File: src/rtl/mul_pkg.sv
// Shared RV32M multiplier types and operand helpers.
// Used by the issue controller and its product cache.
package mul_pkg;

    localparam int unsigned XLEN = 32;

    typedef enum logic [1:0] {
        MUL    = 2'b00,
        MULH   = 2'b01,
        MULHSU = 2'b10,
        MULHU  = 2'b11
    } mul_op_e;

    typedef enum logic [1:0] {
        IDLE  = 2'b00,
        BUSY  = 2'b01,
        DONE  = 2'b10,
        DRAIN = 2'b11
    } state_e;

    function automatic logic [XLEN:0] ext_a(input mul_op_e op, input logic [XLEN-1:0] rs1);
        return (op == MULHU) ? {1'b0, rs1} : {rs1[XLEN-1], rs1};
    endfunction

    function automatic logic [XLEN:0] ext_b(input mul_op_e op, input logic [XLEN-1:0] rs2);
        return ((op == MULHSU) || (op == MULHU)) ? {1'b0, rs2} : {rs2[XLEN-1], rs2};
    endfunction

    function automatic logic [XLEN-1:0] sel_word(input mul_op_e op,
                                                 input logic [2*XLEN-1:0] prod);
        return (op == MUL) ? prod[XLEN-1:0] : prod[2*XLEN-1:XLEN];
    endfunction

endpackage

File: src/rtl/mul_prod_cache.sv
// One-entry product cache keyed by the extended operands of the last completed multiply.
// MUL lookups match on the low operand words only, since the low product word ignores extension.
module mul_prod_cache
    import mul_pkg::*;
#(
    parameter bit FUSE_EN = 1'b1
) (
    input  logic                clk,
    input  logic                rst_n,
    input  logic                clr,
    input  logic                wr_en,
    input  logic [XLEN:0]       wr_ai,
    input  logic [XLEN:0]       wr_bi,
    input  logic [2*XLEN-1:0]   wr_prod,
    input  mul_op_e             lk_op,
    input  logic [XLEN:0]       lk_ai,
    input  logic [XLEN:0]       lk_bi,
    output logic                hit,
    output logic [2*XLEN-1:0]   rd_prod
);

    logic                vld_q, vld_d;
    logic [XLEN:0]       key_ai_q, key_ai_d;
    logic [XLEN:0]       key_bi_q, key_bi_d;
    logic [2*XLEN-1:0]   prod_q, prod_d;
    logic                lo_match;
    logic                full_match;

    assign lo_match   = (key_ai_q[XLEN-1:0] == lk_ai[XLEN-1:0]) &&
                        (key_bi_q[XLEN-1:0] == lk_bi[XLEN-1:0]);
    assign full_match = (key_ai_q == lk_ai) && (key_bi_q == lk_bi);

    assign hit     = FUSE_EN && vld_q && ((lk_op == MUL) ? lo_match : full_match);
    assign rd_prod = prod_q;

    always_comb begin
        vld_d    = vld_q;
        key_ai_d = key_ai_q;
        key_bi_d = key_bi_q;
        prod_d   = prod_q;
        if (clr) begin
            vld_d = 1'b0;
        end else if (wr_en) begin
            vld_d    = 1'b1;
            key_ai_d = wr_ai;
            key_bi_d = wr_bi;
            prod_d   = wr_prod;
        end
    end

    always_ff @(posedge clk) begin
        if (!rst_n) begin
            vld_q    <= 1'b0;
            key_ai_q <= '0;
            key_bi_q <= '0;
            prod_q   <= '0;
        end else begin
            vld_q    <= vld_d;
            key_ai_q <= key_ai_d;
            key_bi_q <= key_bi_d;
            prod_q   <= prod_d;
        end
    end

endmodule

File: src/rtl/mul_issue_ctrl.sv
// Sequencer between the RV32M execute stage and the 33x33 signed multiplier.
// Forms extended operands, runs the req/rdy handshake and serves repeated operands from a cache.
module mul_issue_ctrl
    import mul_pkg::*;
#(
    parameter int unsigned TAG_W   = 5,
    parameter bit          FUSE_EN = 1'b1
) (
    input  logic                clk,
    input  logic                rst_n,
    input  logic                flush,
    input  logic                in_valid,
    output logic                in_ready,
    input  logic [1:0]          in_op,
    input  logic [XLEN-1:0]     in_rs1,
    input  logic [XLEN-1:0]     in_rs2,
    input  logic [TAG_W-1:0]    in_tag,
    output logic                out_valid,
    input  logic                out_ready,
    output logic [XLEN-1:0]     out_data,
    output logic [TAG_W-1:0]    out_tag,
    output logic [XLEN:0]       mul_ai,
    output logic [XLEN:0]       mul_bi,
    output logic                mul_zf,
    output logic                mul_req,
    input  logic                mul_rdy,
    input  logic [2*XLEN-1:0]   mul_r
);

    mul_op_e             op_in;
    logic [XLEN:0]       ai_in;
    logic [XLEN:0]       bi_in;
    logic                zf_in;
    logic                hit;
    logic [2*XLEN-1:0]   cache_prod;
    logic                cache_wr;

    state_e              state_q, state_d;
    mul_op_e             op_q, op_d;
    logic [TAG_W-1:0]    tag_q, tag_d;
    logic [XLEN:0]       ai_q, ai_d;
    logic [XLEN:0]       bi_q, bi_d;
    logic                zf_q, zf_d;
    logic                req_q, req_d;
    logic [XLEN-1:0]     data_q, data_d;

    assign op_in = mul_op_e'(in_op);
    assign ai_in = ext_a(op_in, in_rs1);
    assign bi_in = ext_b(op_in, in_rs2);
    assign zf_in = (in_rs1 == '0) || (in_rs2 == '0);

    mul_prod_cache #(
        .FUSE_EN (FUSE_EN)
    ) u_cache (
        .clk     (clk),
        .rst_n   (rst_n),
        .clr     (flush),
        .wr_en   (cache_wr),
        .wr_ai   (ai_q),
        .wr_bi   (bi_q),
        .wr_prod (mul_r),
        .lk_op   (op_in),
        .lk_ai   (ai_in),
        .lk_bi   (bi_in),
        .hit     (hit),
        .rd_prod (cache_prod)
    );

    always_comb begin
        state_d  = state_q;
        op_d     = op_q;
        tag_d    = tag_q;
        ai_d     = ai_q;
        bi_d     = bi_q;
        zf_d     = zf_q;
        req_d    = req_q;
        data_d   = data_q;
        cache_wr = 1'b0;
        case (state_q)
            IDLE: begin
                if (!flush && in_valid) begin
                    op_d  = op_in;
                    tag_d = in_tag;
                    ai_d  = ai_in;
                    bi_d  = bi_in;
                    zf_d  = zf_in;
                    if (hit) begin
                        data_d  = sel_word(op_in, cache_prod);
                        state_d = DONE;
                    end else begin
                        req_d   = 1'b1;
                        state_d = BUSY;
                    end
                end
            end
            BUSY: begin
                if (mul_rdy) begin
                    // req falls after the rdy cycle so a zf op cannot retrigger the multiplier
                    req_d = 1'b0;
                    if (flush) begin
                        state_d = IDLE;
                    end else begin
                        cache_wr = 1'b1;
                        data_d   = sel_word(op_q, mul_r);
                        state_d  = DONE;
                    end
                end else if (flush) begin
                    state_d = DRAIN;
                end
            end
            DONE: begin
                if (flush || out_ready) begin
                    state_d = IDLE;
                end
            end
            DRAIN: begin
                // Multiplier cannot be aborted; hold req until it finishes and drop the product
                if (mul_rdy) begin
                    req_d   = 1'b0;
                    state_d = IDLE;
                end
            end
            default: begin
                req_d   = 1'b0;
                state_d = IDLE;
            end
        endcase
    end

    always_ff @(posedge clk) begin
        if (!rst_n) begin
            state_q <= IDLE;
            op_q    <= MUL;
            tag_q   <= '0;
            ai_q    <= '0;
            bi_q    <= '0;
            zf_q    <= 1'b0;
            req_q   <= 1'b0;
            data_q  <= '0;
        end else begin
            state_q <= state_d;
            op_q    <= op_d;
            tag_q   <= tag_d;
            ai_q    <= ai_d;
            bi_q    <= bi_d;
            zf_q    <= zf_d;
            req_q   <= req_d;
            data_q  <= data_d;
        end
    end

    assign in_ready  = (state_q == IDLE);
    assign out_valid = (state_q == DONE);
    assign out_data  = data_q;
    assign out_tag   = tag_q;
    assign mul_ai    = ai_q;
    assign mul_bi    = bi_q;
    assign mul_zf    = zf_q;
    assign mul_req   = req_q;

endmodule
File: config.mk
export PLATFORM = sky130hd
export DESIGN_NAME = mul_issue_ctrl
export DESIGN_NICKNAME = d
export VERILOG_FILES = /design/src/rtl/mul_pkg.sv /design/src/rtl/mul_prod_cache.sv /design/src/rtl/mul_issue_ctrl.sv
export SDC_FILE = /design/constraint.sdc
export NUM_CORES = 1
export LEC_CHECK = 0
export BUFFER_PORTS_ARGS = -buffer_cell sky130_fd_sc_hd__clkbuf_2
export CAP_MARGIN = 20
export CORE_UTILIZATION = 44
export DETAILED_ROUTE_END_ITERATION = 16
export HOLD_SLACK_MARGIN = 0.15
export PLACE_DENSITY = 0.67
export REMOVE_ABC_BUFFERS = 1
export SLEW_MARGIN = 20
export SYNTH_ARGS = -nofsm -noshare
export SYNTH_HDL_FRONTEND = slang
export SYNTH_HIERARCHICAL = 1
export SYNTH_SLANG_ARGS = --single-unit
File: constraint.sdc
create_clock -name clk -period 3.74 [get_ports clk]
set_clock_uncertainty 0.1 [all_clocks]
set_input_delay 0.187 -clock clk [delete_from_list [all_inputs] [get_ports clk]]
set_output_delay 0.187 -clock clk [all_outputs]
set_load 0.005 [all_outputs]
==> Word-level counts from Yosys, hierarchy flattened <==
Index checks and enable logic that the tools add are counted.
{ "op_classes": {"n_eq_ne": 18, "mux": 25, "bitwise_logic": 2, "n_reduce_logical": 22} }
{ "ops": {"columns": ["operator", "count"], "rows": [
  ["32-bit 2-to-1 mux", 6],
  ["33-bit equality test", 2],
  ["33-bit 2-to-1 mux", 2],
  ["32-bit equality test", 2],
  ["32-bit zero test", 2],
  ["32-bit case mux with 2 select lines", 1],
  ["2-bit 2-to-1 mux", 7],
  ["2-bit equality test, second input constant", 4],
  ["2-bit by 1-bit inequality test with 1-bit output, second input constant", 4],
  ["2-bit inequality test, second input constant", 4],
  ["2-bit case mux with 4 select lines", 1],
  ["4-bit AND reduction", 2],
  ["1-bit 2-to-1 mux", 7],
  ["2-bit zero test", 3],
  ["5-bit AND reduction", 1],
  ["1-bit logical AND", 4],
  ["2-bit AND reduction", 2],
  ["2-bit nonzero test", 2],
  ["2-bit OR reduction", 2],
  ["1-bit logical OR", 3],
  ["3-bit inequality test, second input constant", 1],
  ["2-bit by 1-bit equality test with 1-bit output, second input constant", 1],
  ["1-bit inverter", 2],
  ["1-bit case mux with 2 select lines", 1],
  ["1-bit zero test", 1]
]} }
{ "totals": {"register_bits": 240, "output_inout_bits": 107, "wordCells": 79} }

==> Logic depth before layout (Yosys ltp) <==
{ "depth": {"ltp_word": 10, "depth_mapped": 14} }

==> Modules after synthesis <==
Netlist, hierarchy kept.
{ "modules_own_cells": {"columns": ["module", "n_inst", "cells_each", "area_per_inst_um2", "seq_area_each_um2"], "rows": [
  ["mul_prod_cache", 1, 682, 5579.1, 2622.5],
  ["mul_issue_ctrl", 1, 667, 5332.6, 2182.1]
]} }

==> Worst setup path after synthesis <==
OpenSTA, ideal clock, no wires.
{ "synth_timing": {"path_type": "input-to-reg", "startpoint": "in in_op[1]", "endpoint": "reg data_q[24], in the netlist out_data[24]", "setup_time_ns": 0.070, "arrival_time_ns": 2.932, "setup_slack_ns": 0.638, "stages": 14, "path_cell_list": "clkbuf_1 -> clkbuf_1 -> a21boi_0 -> xor2_1 -> o22ai_1 -> nand4_1 -> or4_1 -> nor4_2 -> nand3b_1 -> a211o_1 -> buf_6 -> buf_6 -> a311o_1 -> a21boi_1"} }
{ "synth_between": {"elab_cells_between_ends": 17} }
{ "synth_lines": {"columns": ["element", "line_no", "text"], "rows": [
  ["start: declaration", "mul_issue_ctrl.sv:14", "input logic [1:0] in_op,"],
  ["2-bit equality test", "mul_pkg.sv:22", "return (op == MULHU) ? {1'b0, rs1} : {rs1[XLEN-1], rs1};"],
  ["33-bit 2-to-1 mux", "mul_pkg.sv:22", null],
  ["named net ai_in[32]", "mul_issue_ctrl.sv:31", "logic [XLEN:0] ai_in;"],
  ["33-bit equality test", "mul_prod_cache.sv:31", "assign full_match = (key_ai_q == lk_ai) && (key_bi_q == lk_bi);"],
  ["1-bit logical AND", "mul_prod_cache.sv:31", null],
  ["1-bit 2-to-1 mux", "mul_prod_cache.sv:33", "assign hit = FUSE_EN && vld_q && ((lk_op == MUL) ? lo_match : full_match);"],
  ["1-bit logical AND", "mul_prod_cache.sv:33", null],
  ["named net hit", "mul_issue_ctrl.sv:34", "logic hit;"],
  ["2-bit by 1-bit inequality test with 1-bit output (no source line)", null, null],
  ["5-bit AND reduction (no source line)", null, null],
  ["end signal: assignment", "mul_issue_ctrl.sv:148", "data_q <= data_d;"],
  ["end: declaration", "mul_issue_ctrl.sv:45", "logic [XLEN-1:0] data_q, data_d;"]
]} }
The timed path passes the listed nets, and every way through them passes these cells. The select of a mux whose other input is x is not followed.
A chain may end at the register's enable or synchronous reset.

==> Worst setup path in the final report <==
{ "layout_timing": {"startpoint": "reg u_cache.key_bi_q[3]", "endpoint": "reg data_q[29], in the netlist out_data[29]"} }
{ "layout_between": {"elab_chain_len": 6, "elab_cells_between_ends": 8} }
{ "layout_rtl": {"columns": ["element", "line_no", "text"], "rows": [
  ["start: declaration", "mul_prod_cache.sv:24", "logic [XLEN:0] key_bi_q, key_bi_d;"],
  ["start signal: assignment", "mul_prod_cache.sv:60", "key_bi_q <= key_bi_d;"],
  ["33-bit equality test / 32-bit equality test (equally long branches)", "mul_prod_cache.sv:31, mul_prod_cache.sv:30", null],
  ["1-bit logical AND (on tied branches)", "mul_prod_cache.sv:31, mul_prod_cache.sv:29", null],
  ["1-bit 2-to-1 mux (*)", "mul_prod_cache.sv:33", null],
  ["1-bit logical AND (*)", "mul_prod_cache.sv:33", null],
  ["named net hit", "mul_issue_ctrl.sv:34", null],
  ["2-bit by 1-bit inequality test with 1-bit output (no source line) (*)", null, null],
  ["5-bit AND reduction (no source line) (*)", null, null]
]} }
Mark *: on every way through the listed nets, which the timed path passes. The rest lies on a longest branch.

==> qor.csv <==
metric;value;unit
ctsResizeCount;0;
drc;0;
post-route-util;0.601;
critPathKind;flop to flop;
dieArea;25400;sq um
yosysUniqueCellTypes;44;
syn_area_per_cell;8.09;sq um
p_per_area;409;nW/um^2
yosysTopAreaCell;dfxtp_1;
endpoint_kind;flop;
dp_slack;334;ps
clkPwrFrac;0.446;
synth_top_area_share;0.440;
drt_wl_total;34400;um
cts_tree;yes;
place_congestion;0.818;
syn_to_final_growth;34.0;%
fmax;285;MHz
antenna_cells;0;
nets;1821;
pwr-share-comb;0.111;
tightest_slew;889;ps
ys_ff_latch;240;
die_width;159;um
rows;57;
dpl.hpwl;21300;um
synth_commonest_cells;470 x nand2_1, 240 x dfxtp_1, 160 x a21boi_0, 85 x clkbuf_1, 76 x a21boi_1;
num-fill-cells;2193;
max-slew-margin-rel;0.408;
clkTransAtPathRegs;60;ps
hold_class;primary input to flop;
cts_setup_buffers;0;
leakagePower;0.00547;uW
final_hold_viol_count;0;
start_kind;flop;
internal_power;4570;uW
first_iter_violations;873;
syn-cell-area;10900;sq um
grt_pass1_vias;10400;
fin_crit_sh;0.939;
cts_buffers;26;
initial_utilization;0.449;
p_seq_frac;0.444;
clock_path_buffers;3;
portBuffers;247;
die_y;159;um
rsz0062_at_grt;false;
synth_area_leaders;dfxtp_1 44%, nand2_1 16%, a21boi_0 11%, a21boi_1 5.2%, a311o_1 2.9%;
fin_ws;230;ps
vdd_drop_max;0.000287;V
required;4090;ps
postPlaceCellArea;12300;sq um
worst_ep_arrival_time;3860;ps
drive_gt1_frac;0.189;
report.final.slew_viol_count;0;
pin_count;248;
cts.sinks;240;
async_flop_share;0;
setup_viol;0;
status;finished, final reports clean;
grt_max_degree;140;
fin_area;14600;sq um
synth_cells;1349;
cap_violations;0;
critPathMaxFanout;64;
yosysWarnings;6;
p_sw;1420;uW
ys.flop_type;dfxtp_1;
fin_hold_ws;145;ps
wire_per_inst;17.0;um
viasPerCell;5.30;
cts-root-buf;clkbuf_16;
dr_total_vias;10700;
post-synth-top-count-cell;nand2_1;
clock_latency;520;ps
swShare;0.237;
synth_edf_count;0;
grt_usage;0.265;
grt_pass1_wl;55200;um
drt_pass1_iterations;7;
hold_buffers;141;
fin_crit;3510;ps
htreeDepth;1;
grt.overflow.total;0;
core-area;24300;sq um
ys_seq_area_frac;0.440;
antenna_found_initial;0;
ant_nets;0;
cell usage in the layout, fill, tap and decap left out, drive strengths merged, types with 2 or more instances in the layout:
| cell type | instances |
|---|---|
| nand2 | 471 |
| clkbuf | 284 |
| dfxtp | 240 |
| a21boi | 236 |
| dlygate4sd3 | 141 |
| o21ai | 36 |
| o21a | 33 |
| a211oi | 32 |
| a311o | 32 |
| inv | 24 |
| nor4 | 24 |
| buf | 23 |
| xor2 | 21 |
| xnor2 | 21 |
| nand4 | 13 |
| nand2b | 10 |
| o22ai | 8 |
| nor2 | 8 |
| a221oi | 4 |
| o2bb2ai | 4 |
| bufinv | 3 |
| nor2b | 3 |
| nor3 | 3 |
| nor3b | 2 |
| clkinv | 2 |
| o2111ai | 2 |
| a22oi | 2 |
| a211o | 2 |
area by class of cell:
type | instances | area, sq um | share of cell area
clock buffers | 38 | 787 | 0.0538
clock inverters | 5 | 100 | 0.00685
inverters | 24 | 90.1 | 0.00616
multi-input cells | 978 | 5590 | 0.382
flip-flops and latches | 240 | 4800 | 0.329
well taps | 324 | 405 | 0.0277
repair buffers | 410 | 2840 | 0.195
stage by stage:
step,TNS [ps],total power (uW),instances
finish,0,5980,2019
global route,0,6210,2019
CTS,0,6030,2019
detailed placement,0,3250,1835
global placement,0,3240,1835
floorplan,-433740,2930,1242
cells by family after synthesis:
logic type / synth area share
DFF: 0.440
and+or+nand+nor: 0.202
AOI/OAI and AO/OA: 0.274
xor gates and xnor gates: 0.0337
buffers and inverters: 0.0498
power groups by stage:
stage	Combinational [uW]	Sequential [uW]	Clock, uW
after floorplan	218	2710	0
after global placement	534	2710	0
after detailed placement	538	2710	0
after CTS	657	2650	2720
after global routing	715	2660	2840
final	662	2650	2670
state kept, by name (all words and copies together), names as in the netlist:
| signal | flops |
|---|---|
| u_cache/rd_prod | 64 |
| mul_ai | 33 |
| mul_bi | 33 |
| u_cache/key_ai_q | 33 |
| u_cache/key_bi_q | 33 |
| out_data | 32 |
| out_tag | 5 |
| op_q | 2 |
| state_q | 2 |
| mul_req | 1 |
| mul_zf | 1 |
| u_cache/vld_q | 1 |
per-layer routing:
layer  global-route usage  up-vias  part of all wire  wire length [um]
met5                    0        -                 0                 0
met4               0.0677        0             0.022               745
met3               0.0482       56             0.072              2460
met2                0.446      383              0.47             16300
met1                0.347     5026              0.43             14900
li1                     -     5241                 -                 -
path summary, 6_finish.rpt:
| kind | from | endpoint | slack (ps) | cells after the start |
|---|---|---|---|---|
| min reg2reg | u_cache/rd_prod[14] | u_cache/rd_prod[14] | 350 | 2 |
| min | rst_n | out_tag[3] | 150 | 2 |
| max reg2reg | u_cache/key_bi_q[3] | out_data[29] | 230 | 10 |
| max | u_cache/key_bi_q[3] | out_data[29] | 230 | 10 |
worst max-delay path: stages (launching register included):
cell	delay (ps)
dfxtp_1	320
xor2_1	160
nor4_1	440
nand4_1	140
or4_1	620
nor4_2	480
nand3b_1	130
a211o_2	380
buf_12	200
a311o_1	300
a21boi_1	130
(Power assumes the default switching activity.)
